File: config.mk
export PLATFORM = sky130hd
export DESIGN_NAME = pipe_register_m
export DESIGN_NICKNAME = d
export VERILOG_FILES = /design/src/rtl/pipe_register_m.sv
export SDC_FILE = /design/constraint.sdc
export NUM_CORES = 1
export LEC_CHECK = 0
export BUFFER_PORTS_ARGS = -buffer_cell sky130_fd_sc_hd__buf_2
export CORE_MARGIN = 2
export CORE_UTILIZATION = 50
export DETAILED_ROUTE_END_ITERATION = 8
export GPL_TIMING_DRIVEN = 0
export PLACE_DENSITY = 0.72
export SLEW_MARGIN = 20
export SYNTH_ARGS = -nofsm -noshare
export SYNTH_HDL_FRONTEND = slang
export SYNTH_SLANG_ARGS = --single-unit
File: constraint.sdc
create_clock -name clk -period 1.9 [get_ports clk]
set_input_delay 0.095 -clock clk [delete_from_list [all_inputs] [get_ports clk]]
set_output_delay 0.095 -clock clk [all_outputs]
set_load 0.02 [all_outputs]
File: src/rtl/pipe_register_m.sv
// pipe_register_m: DEPTH-stage valid/ready pipeline register.
// Each stage holds WIDTH data bits plus a valid bit. Bubbles are compacted:
// any valid stage moves forward whenever the stage ahead is empty or moving.
// The last stage drives q/q_valid straight from flops.
// Optional feature: define PIPE_REGISTER_FLUSH_EN to add a synchronous
// active-high flush input that empties the pipe while keeping data bits.
module pipe_register_m #(
    parameter int unsigned WIDTH = 8,
    parameter int unsigned DEPTH = 2,
    localparam int unsigned CW = $clog2(DEPTH + 1)
) (
    input  logic             clk,
    input  logic             rst,
`ifdef PIPE_REGISTER_FLUSH_EN
    input  logic             flush,
`endif
    input  logic [WIDTH-1:0] d,
    input  logic             d_valid,
    output logic             d_ready,
    output logic [WIDTH-1:0] q,
    output logic             q_valid,
    input  logic             q_ready,
    output logic [CW-1:0]    count
);

    logic flush_w;
`ifdef PIPE_REGISTER_FLUSH_EN
    assign flush_w = flush;
`else
    assign flush_w = 1'b0;
`endif

    logic [WIDTH-1:0] data_q [DEPTH];
    logic [WIDTH-1:0] data_d [DEPTH];
    logic [DEPTH-1:0] valid_q;
    logic [DEPTH-1:0] valid_d;
    logic [DEPTH-1:0] adv;
    logic [CW-1:0]    count_q;
    logic [CW-1:0]    count_d;
    logic             room0;
    logic             in_xfer;
    logic             out_xfer;

    // Advance chain: walk from the output back to stage 0; a stage has room
    // to receive when the stage is empty or itself moving on.
    always_comb begin
        logic room;
        room = q_ready;
        adv  = '0;
        for (int i = DEPTH - 1; i >= 0; i--) begin
            adv[i] = valid_q[i] && room;
            room   = !valid_q[i] || room;
        end
        room0 = room;
    end

    assign d_ready  = !rst && !flush_w && room0;
    assign in_xfer  = d_valid && d_ready;
    assign out_xfer = adv[DEPTH-1];

    // Next-state for stage contents and occupancy count
    always_comb begin
        valid_d = valid_q;
        data_d  = data_q;
        count_d = count_q;

        // Stage 0 loads only on an accepted input, so X on d is never captured
        if (in_xfer) begin
            valid_d[0] = 1'b1;
            data_d[0]  = d;
        end else if (adv[0]) begin
            valid_d[0] = 1'b0;
        end

        for (int i = 1; i < DEPTH; i++) begin
            if (adv[i-1]) begin
                valid_d[i] = 1'b1;
                data_d[i]  = data_q[i-1];
            end else if (adv[i]) begin
                valid_d[i] = 1'b0;
            end
        end

        if (in_xfer && !out_xfer) begin
            count_d = count_q + CW'(1);
        end else if (!in_xfer && out_xfer) begin
            count_d = count_q - CW'(1);
        end

        // Flush empties the pipe but leaves the data bits in place
        if (flush_w) begin
            valid_d = '0;
            count_d = '0;
        end
    end

    // State registers with synchronous reset (reset overrides flush)
    always_ff @(posedge clk) begin
        if (rst) begin
            valid_q <= '0;
            count_q <= '0;
            for (int i = 0; i < DEPTH; i++) begin
                data_q[i] <= '0;
            end
        end else begin
            valid_q <= valid_d;
            data_q  <= data_d;
            count_q <= count_d;
        end
    end

    assign q       = data_q[DEPTH-1];
    assign q_valid = valid_q[DEPTH-1];
    assign count   = count_q;

endmodule

==> summary.md, run 1 <==
| Metric | Value |
|---|---|
| Outcome | finished clean |
| Register area share after synthesis | 0.440 |
| Worst Setup Start Kind | flip-flop |
| Crit path max-delay cell type | dfxtp_1 |
| Worst Max-Slew Pin Slew | between 0.2 and 0.25 ns |
| WL final | 1540 um |
| Synth top area share | 0.440 |
| Area of the core | ~1700 um2 |
| Die area | 2180 um2 |
| Syn nets | around 100 |
| Clock sink total | 20 |
| Cell Chain, Critical Path | nand3b_4 > nand2_4 > inv_1 > ha_1 > or3_1 > a21oi_2 |
| Layout cells sized above 1 | 0.415 |
| Synth unique cells | 20 |
| Slew Limit Headroom | 0.834 |
| Fin crit share | 0.873 |
| WL met2 | between 700 and 800 um |
| Final min period | ~1.7 ns |
| Main combinational cell family by area after synthesis | simple AND/OR/NAND/NOR gates |
| Setup CP Type | reg -> reg |
| DR vias/cell | between 4 and 5 |
| Final Setup Violations | 0 |
| Post-DP HPWL | between 1000 and 1500 um |
| Fin util | 0.662 |
| DP Cell Count | 139 |
| Global-route wire length before repair | ~2500 um |
| CTS tree | done |
| Die Width | 46.7 um |
| Seq pwr share | 0.547 |
| Clock power share | 0.287 |
| Fin. Hold Viols | 0 |
| VDD IR max | about 0.00055 V |
| Mapped cell area | 911 um2 |
| Post-CTS Setup Bufs | 0 |
| Die Span Y | approximately 47 um |
| Grt total ovfl | 0 |
| Post-CTS Hold Buffers | 0 |
| H-Tree Level Count | 1 |
| FMAX | approximately 0.60 GHz |
| Ant. Diodes | 0 |
| Area contributors post-synth | dfxtp_1 (44%), mux2_4 (13%), buf_4 (7.4%), a21oi_1 (6.0%), nor2b_1 (5.5%) |
| Req. time, crit path | about 2.2 ns |
| Nets | roughly 140 |
| Detailed router's first-iteration violation count | 7 |
| Inserted Clock Buffers | 3 |
| Area leader, netlist | dfxtp_1 |
| Max Transition Viols Final | 0 |
| Mapped Cells | between 90 and 100 |
| Post-Synth Simple-Gate Area | 0.173 |
| Net Sw Power | a little over 0.0002 W |
| RSZ-0062 raised after global routing | no |
| # resized after CTS | 0 |
| GP Congestion | between 0.7 and 0.8 |
| Hold path start | d[4] |
| Adder-Cell Fraction of Synth Area | 0.0137 |
| Routed met1 length | between 700 and 800 um |
| Avg Synthesized Cell Area | ~10 um2 |
| Drt pass-1 iters | 3 |
| Combinational power share | 0.166 |
| Routed wl met3 | just under 80 um |
| Row count | 15 |
| Critical Path Start | valid_q[1] |
| Post-route ant nets | 0 |
| Tightest Hold Check Type | in -> reg |
| Worst skew pair latency | roughly 0.3 ns |
| Vias | roughly 700 |
| Worst-case clock buffer depth | 2 |
| Clock-pin slew on the worst setup and hold paths | 0.11 ns |
| Setup_tns | 0 ns |
| Largest net degree at the start of global routing | 12 |
| Pwr/cell area | roughly 740 nW/um2 |
| Reg2reg start | valid_q[1] |
| Worst endpoint data arrival time | 1.91 ns |
| Compound-Gate Fraction of Synth Area | 0.120 |
| DRC Markers | 0 |
| PortBufs | 23 |
| Root Buffer | clkbuf_4 |
| Crit. End Element | flip-flop |
| Synth warn | 0 |
| Mux contribution to synthesized area | 0.132 |
| Lkg Pwr | 0.564 nW |
| Drt wl/cell | about 10 um |
| Max Cap Viol | 0 |
| Worst Hold Slack | 0.0222 ns |
| Vias in the first global route | between 500 and 600 |
| Starting Density | 0.528 |
| Xor and xnor area share after synthesis | 0.0192 |
| FF+latch count, synth | 20 |
| GRT Util Overall | 0.162 |
| Sw Ratio | 0.245 |
| Largest fanout on the critical path | 9 |
| Final std cells w/o fill | approximately 150 |
| Pint | around 0.00064 W |
| Syn-to-layout area delta | 25.5% |
| # IOs | 24 |
| Worst Skew | about 0.0079 ns |
| Antenna violations before repair | 0 |
| Slowest cell delay on critical path | approximately 0.44 ns |
| Top Metal Used | met4 |
## kinds of logic (layout without fill, tap and decap cells)
logic type | after synthesis | in the layout
compound gates | 21 | 21
simple gates | 24 | 24
mux | 8 | 8
xor+xnor | 2 | 2
fa+ha+maj | 1 | 1
flops | 20 | 20
buf+inv | 15 | 47
## final cells by class
type	count	area (um2)
Buffer	12	82.6
Clock buffer	4	36.3
Fill cell	149	583
Inverter	3	11.3
Multi-Input combinational cell	56	417
Sequential cell	20	400
Tap cell	25	31.3
Timing Repair Buffer	28	165
## power by group through the flow
stage	sequential (W)	clock (W)	combinational (W)
2_1_floorplan	0.000475	0	0.0000899
3_3_place_gp	0.000470	0	0.000130
3_5_place_dp	0.000471	0	0.000134
4_1_cts	0.000462	0.000249	0.000134
5_1_grt	0.000465	0.000266	0.000154
6_report	0.000462	0.000242	0.000140
## worst paths after layout
kind	cells after the start	slack (ns)	to
max	6	0.24	count[1]
min	2	0.02	data_q[12]
max reg2reg	6	0.24	count[1]
min reg2reg	2	0.46	q[5]
## flip-flops by register name, indices dropped and copies added, names as in the netlist
signal	flops
q	8
count	2
data_q	8
valid_q	2
## cells in the final DEF, fill, tap and decap left out
cell type,netlist,routed
nor2_1,1,1
nor2b_1,8,8
nand2_1,1,1
mux2_4,8,8
and2b_1,1,1
nand2b_1,1,1
nor2b_2,1,1
nand3b_4,1,1
xor2_1,2,2
buf_4,9,9
inv_1,3,3
clkbuf_8,0,1
nand2_4,1,1
ha_1,1,1
nand3_1,8,8
clkbuf_4,0,3
o21ai_0,9,9
a21oi_2,1,1
dlygate4sd3_1,0,5
a21oi_1,11,11
dfxtp_1,20,20
buf_2,3,26
or3_1,1,1
## stage by stage
| step | power (W) | setup WS [ns] | area [um2] |
|---|---|---|---|
| after floorplan | 0.000565 | 0.212 | 911 |
| after global placement | 0.000600 | 0.274 | 1060 |
| after detailed placement | 0.000605 | 0.239 | 1060 |
| after CTS | 0.000845 | 0.223 | 1090 |
| after global routing | 0.000885 | 0.121 | 1140 |
| final | 0.000844 | 0.241 | 1140 |
## per-layer routing
layer	up-vias	track usage
met5	-	0
li1	364	-
met4	0	0.0333
met1	301	0.202
met2	17	0.258
met3	2	0.0706
## synthesized netlist by cell type
master	count
dfxtp_1	20
a21oi_1	11
buf_4	9
o21ai_0	9
mux2_4	8
nand3_1	8
nor2b_1	8
buf_2	3
inv_1	3
xor2_1	2
a21oi_2	1
and2b_1	1
ha_1	1
nand2_1	1
nand2_4	1
nand2b_1	1
nand3b_4	1
nor2_1	1
nor2b_2	1
or3_1	1
## worst max-delay path, delay by kind of cell, from the launching register on
kind,cells,cell delay [ns]
AO/OA/AOI/OAI,1,0.13
buffers and inverters,1,0.07
AND/OR/NAND/NOR,3,0.64
adder cells (fa/ha/maj),1,0.33
flip-flops,1,0.44
No activity file was read; power rests on OpenSTA's default activity.
==> run 2, diff against run 1 <==
CORE_UTILIZATION = 45   (was 50)
PLACE_DENSITY = 0.69   (was 0.72)
clock period = 1.45 ns   (was 1.9 ns; I/O delays follow)
==> run 2 against run 1 <==
Net effect: via count rose by 5.3%; sequential power rose by 31%; first-iteration DRC count grew 43%; combinational power up 44%; die area grew 10%; core utilization shrank 3.8 points; clock skew down 0.0030 ns; sequential share of layout area fell by 1.6 points; design area rose by 6.0%; non-clock buffer count is 5 higher; flip-flop and latch count unchanged; critical endpoint unchanged.
==> summary.md, run 2 (same netlist as run 1, synthesis figures left out) <==
| Metric | Value |
|---|---|
| # IOs | 24 (unchanged) |
| WL final | 1610 um (+4.3%) |
| DP Cell Count | 141 (+1.4%) |
| Slew Limit Headroom | 0.842 (+0.00767) |
| Met2 Use GR | 0.260 (+0.00194) |
| Setup CP Type | reg -> reg |
| Worst endpoint data arrival time | 1.64 ns (-0.27 ns) |
| Row count | 16 (+1) |
| GRT Util Overall | 0.152 (-0.00951) |
| Largest fanout on the critical path | 5 (-4) |
| H-Tree Level Count | 1 (unchanged) |
| Tightest Hold Check Type | in -> reg |
| Worst R2R Path Depth | 7 (+1) |
| Drt pass-1 iters | 4 (+1) |
| Layout cells sized above 1 | 0.430 (+0.0151) |
| Hold path cells | 3 (+1) |
| Worst Skew | 0.00486 ns (-0.00299 ns) |
| Die Width | 49.0 um (+4.9%) |
| Outcome | finished clean |
| Root Buffer | clkbuf_4 |
| DR vias/cell | 4.65 (+0.51%) |
| Die Span Y | 49.0 um (+4.9%) |
| Grt met1 use | 0.190 (-0.0125) |
| PortBufs | 23 (unchanged) |
| Pwr/cell area | 886 nW/um2 (+20%) |
| Drt wl/cell | 10.4 um (-0.42%) |
| Met3 usage | 0.0276 (-0.0430) |
| Most frequent cells in the layout | buf_2 (26), dfxtp_1 (18), a21oi_1 (11), buf_4 (10) |
| RSZ-0062 raised after global routing | yes |
| Syn-to-layout area delta | 33.1% |
| Total power | 0.00107 W (+27%) |
| Die area | 2400 um2 (+10%) |
| Clock sink total | 20 (unchanged) |
| Final Setup Violations | 0 (unchanged) |
| Max Cap Viol | 0 (unchanged) |
| Grt total ovfl | 0 (unchanged) |
| Lkg Pwr | 0.580 nW (+2.9%) |
| Fin crit share | 0.966 (+0.0925) |
| Inserted Clock Buffers | 3 (unchanged) |
| Worst skew pair latency | 0.29 ns (about the same) |
| Vias | 720 (+5.3%) |
| Area of the core | 1940 um2 (+12%) |
| GR peak layer | met2 |
| Global-route wire length before repair | 2920 um (+18%) |
| Worst Max-Slew Pin Slew | 0.236 ns (-0.0126 ns) |
| CTS tree | done |
| Antenna violations before repair | 0 (unchanged) |
| Crit. End Element | flip-flop |
| Nets | 142 (+3.6%) |
| Detailed router's first-iteration violation count | 10 (+3) |
| Post-route ant nets | 0 (unchanged) |
| Vias in the first global route | 682 (+15%) |
| Largest net degree at the start of global routing | 12 (unchanged) |
| Final std cells w/o fill | 155 (+4.7%) |
| FMAX | 0.714 GHz (+18%) |
| Post-DP HPWL | 1170 um (+0.82%) |
| Max Transition Viols Final | 0 (unchanged) |
| Req. time, crit path | 1.69 ns (-0.46 ns) |
| Final min period | 1.40 ns (-0.259 ns) |
| Worst-case clock buffer depth | 2 (unchanged) |
| VDD IR max | 0.000634 V (+16%) |
| Fin. Hold Viols | 0 (unchanged) |
| Worst Setup Start Kind | flip-flop |
| Clock-pin slew on the worst setup and hold paths | 0.11 ns (about the same) |
| DRC Markers | 0 (unchanged) |
| Ant. Diodes | 0 (unchanged) |
| Starting Density | 0.469 (-0.0585) |
| Commonest non-fill, non-tap cell in the layout | buf_2 |
| GP Congestion | 0.717 (+0.80%) |
-- run 2: cell types whose count changed in the layout (fill, tap and decap cells not counted), sizes merged --
cell         delta
dlygate4sd3     +4
buf             +1
-- run 2: what timing repair did --
action	in CTS	in global routing
gates resized for setup	1	0
setup endpoints to repair	1	1
pin swaps	1	2
buffers inserted	1	0
hold buffers	8	1
hold endpoints to repair	8	1
-- run 2: cell type report --
class | count | area [um2]
inverter | 3 | 13.8
fill | 190 | 729
timing repair buffer | 33 | 213
multi-input combinational | 56 | 438
tap | 27 | 33.8
buffer | 12 | 82.6
clock buffer | 4 | 26.3
sequential | 20 | 405
-- run 2: layer usage --
layer  part of all wire  up-vias
met4             0.0087        0
met3              0.041        2
met5                  0        -
met2               0.47       19
met1               0.48      324
li1                   -      375
-- run 2: path summary, 6_finish.rpt --
path | from | to | slack [ns]
max | valid_q[1] | count[1] | 0.05
max reg2reg | valid_q[1] | count[1] | 0.05
min | q_ready | valid_q[0] | 0.15
min reg2reg | data_q[12] | q[4] | 0.48
-- run 2: metrics by stage --
stage	setup TNS (ns)	hold WS, ns	area, um2	setup WS [ns]	util
floorplan	-0.0226	0.202	938	-0.0226	-
global placement	-0.0151	0.298	1090	-0.0151	0.560
detailed placement	-0.0496	0.301	1090	-0.0496	0.560
CTS	0	0.000355	1200	0.0272	0.619
global route	-0.0504	0.148	1210	-0.0504	0.624
finish	0	0.154	1210	0.0495	0.624
-- run 2: power by group --
group | total (W) | internal [W] | switching, W | leakage, nW
sequential | 0.000605 | 0.000583 | 0.0000214 | 0.165
combinational | 0.000202 | 0.000111 | 0.0000915 | 0.400
clock | 0.000267 | 0.000107 | 0.000160 | 0.0150
total | 0.00107 | 0.000801 | 0.000273 | 0.580
-- run 2: critical path, stage by stage (launching register included) --
cell and delay [ns]:
dfxtp_4 0.39, nand3b_4 0.11, nand2_8 0.08, inv_4 0.03, ha_4 0.14, xor2_1 0.13, or3_1 0.32, a21oi_2 0.14
==> run 3, diff against run 2 <==
CELL_PAD_IN_SITES_DETAIL_PLACEMENT = 1   (was default)
CELL_PAD_IN_SITES_GLOBAL_PLACEMENT = 1   (was default)
CORE_UTILIZATION = 34   (was 45)
PLACE_DENSITY = 0.68   (was 0.69)
==> run 3 against run 2 <==
Net effect: worst setup slack got worse by 0.041 ns; combinational power rose by 4%; first-iteration DRC count rose by 30%; critical path depth did not move; clock skew fell by 0.0037 ns; critical path type unchanged; critical endpoint unchanged; highest routed layer unchanged.
==> summary.md, run 3 (same netlist as run 1, synthesis figures left out) <==
| Metric | Value |
|---|---|
| Outcome | finished clean |
| Req. time, crit path | 1.70 ns (about the same) |
| Fin crit share | 0.994 (+0.0284) |
| Fin util | 0.498 (-0.126) |
| Starting Density | 0.364 (-0.105) |
| FMAX | 0.694 GHz (-2.9%) |
| Vias | 733 (+1.8%) |
| Clock sink total | 20 (unchanged) |
| Max Cap Viol | 0 (unchanged) |
| H-Tree Level Count | 1 (unchanged) |
| Final Setup Violations | 0 (unchanged) |
| Die Span Y | 55.8 um (+14%) |
| Detailed router's first-iteration violation count | 13 (+3) |
| Drt wl/cell | 12.3 um (+18%) |
| Worst Setup Start Kind | flip-flop |
| Die Width | 55.8 um (+14%) |
| Worst-case clock buffer depth | 2 (unchanged) |
| DP Cell Count | 144 (+2.1%) |
| GP Congestion | 0.708 (-1.3%) |
| # IOs | 24 (unchanged) |
| DRC Markers | 0 (unchanged) |
| Drt pass-1 iters | 4 (unchanged) |
| Antenna violations before repair | 0 (unchanged) |
| Pwr/cell area | 919 nW/um2 (+3.8%) |
| CTS tree | done |
| Fin. Hold Viols | 0 (unchanged) |
| Critical path buffer and inverter count | 1 (unchanged) |
| Worst skew pair latency | 0.30 ns (about the same) |
| Reg2reg setup slack | 0.008 ns (-0.04 ns) |
| PortBufs | 23 (unchanged) |
| GRT Util Overall | 0.136 (-0.0166) |
| Final std cells w/o fill | 159 (+2.6%) |
| Most frequent cells in the layout | buf_2 (26), dfxtp_1 (18), buf_4 (11), a21oi_1 (11) |
| Crit path max-delay cell type | dfxtp_4 |
| Worst Max-Slew Pin Slew | 0.239 ns (+0.00272 ns) |
| Slew Limit Headroom | 0.841 (-0.00110) |
| Post-DP HPWL | 1360 um (+16%) |
| Worst endpoint data arrival time | 1.69 ns (+0.05 ns) |
| Root Buffer | clkbuf_4 |
| Final min period | 1.44 ns (+0.0412 ns) |
| Syn-to-layout area delta | 36.8% |
| Slowest cell delay on critical path | 0.40 ns (about the same) |
| Worst R2R Path Depth | 7 (unchanged) |
| Post-route ant nets | 0 (unchanged) |
| Nets | 143 (+0.70%) |
| Max Transition Viols Final | 0 (unchanged) |
| Clock-pin slew on the worst setup and hold paths | 0.11 ns (about the same) |
| Hold path start | rst |
| Ant. Diodes | 0 (unchanged) |
| Inserted Clock Buffers | 3 (unchanged) |
| Row count | 18 (+2) |
| Lkg Pwr | 0.593 nW (+2.2%) |
| Largest net degree at the start of global routing | 12 (unchanged) |
| Tightest Hold Check Type | in -> reg |
| Reg2reg start | valid_q[1] |
| Cell Chain, Critical Path | nand3b_4 > nand2_8 > inv_4 > ha_4 > xor2_2 > or3_4 > a21oi_2 |
| Crit. End Element | flip-flop |
| Global-route wire length before repair | 3350 um (+15%) |
| Layout cells sized above 1 | 0.457 (+0.0277) |
| Crit path max-delay family | simple AND/OR/NAND/NOR gates |
| Vias in the first global route | 773 (+13%) |
| Setup CP Type | reg -> reg |
| WL final | 1950 um (+21%) |
| VDD IR max | 0.000525 V (-17%) |
| RR Endpoint | count[1] |
| Grt total ovfl | 0 (unchanged) |
| Die area | 3110 um2 (+30%) |
| DR vias/cell | 4.61 (-0.76%) |
| Hold path cells | 3 (unchanged) |
| Commonest non-fill, non-tap cell in the layout | buf_2 |
| RSZ-0062 raised after global routing | yes |
| Area of the core | 2500 um2 (+29%) |
| Largest fanout on the critical path | 5 (unchanged) |
| Worst Skew | 0.00119 ns (-0.00367 ns) |
| Hold Path Sink | data_q[8] |
-- run 3: power by group --
group	total (W)	internal, W	switching (W)
registers	0.000608	0.000583	0.0000242
clock network	0.000327	0.000153	0.000174
logic	0.000210	0.000116	0.0000949
-- run 3: area by class of cell --
type | count | area (um2)
fillers | 299 | 1250
multi-input cells | 56 | 450
flip-flops and latches | 20 | 405
repair buffers | 34 | 220
plain buffers | 12 | 82.6
well taps | 30 | 37.5
clock buffers | 4 | 36.3
inverters | 3 | 13.8
-- run 3: repair_timing --
action / in CTS / in global routing
hold buffers: 9 / 0
setup buffers: 1 / 1
cloned: 0 / 0
resized for setup: 1 / 2
setup endpoints to repair: 1 / 1
pin swaps: 1 / 3
endpoints found under the hold margin: 9 / 0
-- run 3: through the flow --
step	setup WS (ns)	setup TNS, ns	total power (W)	hold slack (ns)	instance area [um2]
floorplan	-0.0226	-0.0226	0.000746	0.202	938
global placement	-0.0249	-0.0249	0.000795	0.298	1090
detailed placement	-0.0602	-0.0602	0.000801	0.305	1090
CTS	0.00918	0	0.00115	0.136	1230
global route	-0.0621	-0.0621	0.00120	0.167	1250
finish	0.00835	0	0.00115	0.176	1250
-- run 3: worst max-delay path by stage --
stage / depth (start not counted) / to / from / slack, ns
3_5_place_dp: 7 / count[1] / valid_q[0] / -0.06
5_1_grt: 7 / count[1] / valid_q[1] / -0.06
4_1_cts: 7 / count[1] / valid_q[1] / 0.009
2_1_floorplan: 7 / count[1] / valid_q[1] / -0.02
3_3_place_gp: 7 / count[1] / valid_q[0] / -0.02
6_report: 7 / count[1] / valid_q[1] / 0.008
-- run 3: routing by layer --
layer,GRT usage,share of wire,vias up
met3,0.0233,0.043,4
li1,-,-,377
met5,0,0,-
met2,0.247,0.49,23
met4,0.0627,0.018,0
met1,0.152,0.45,329
-- run 3: worst min-delay path: stages --
cell	delay (ns)
buf_2	0.13
nor2b_1	0.11
mux2_4	0.14
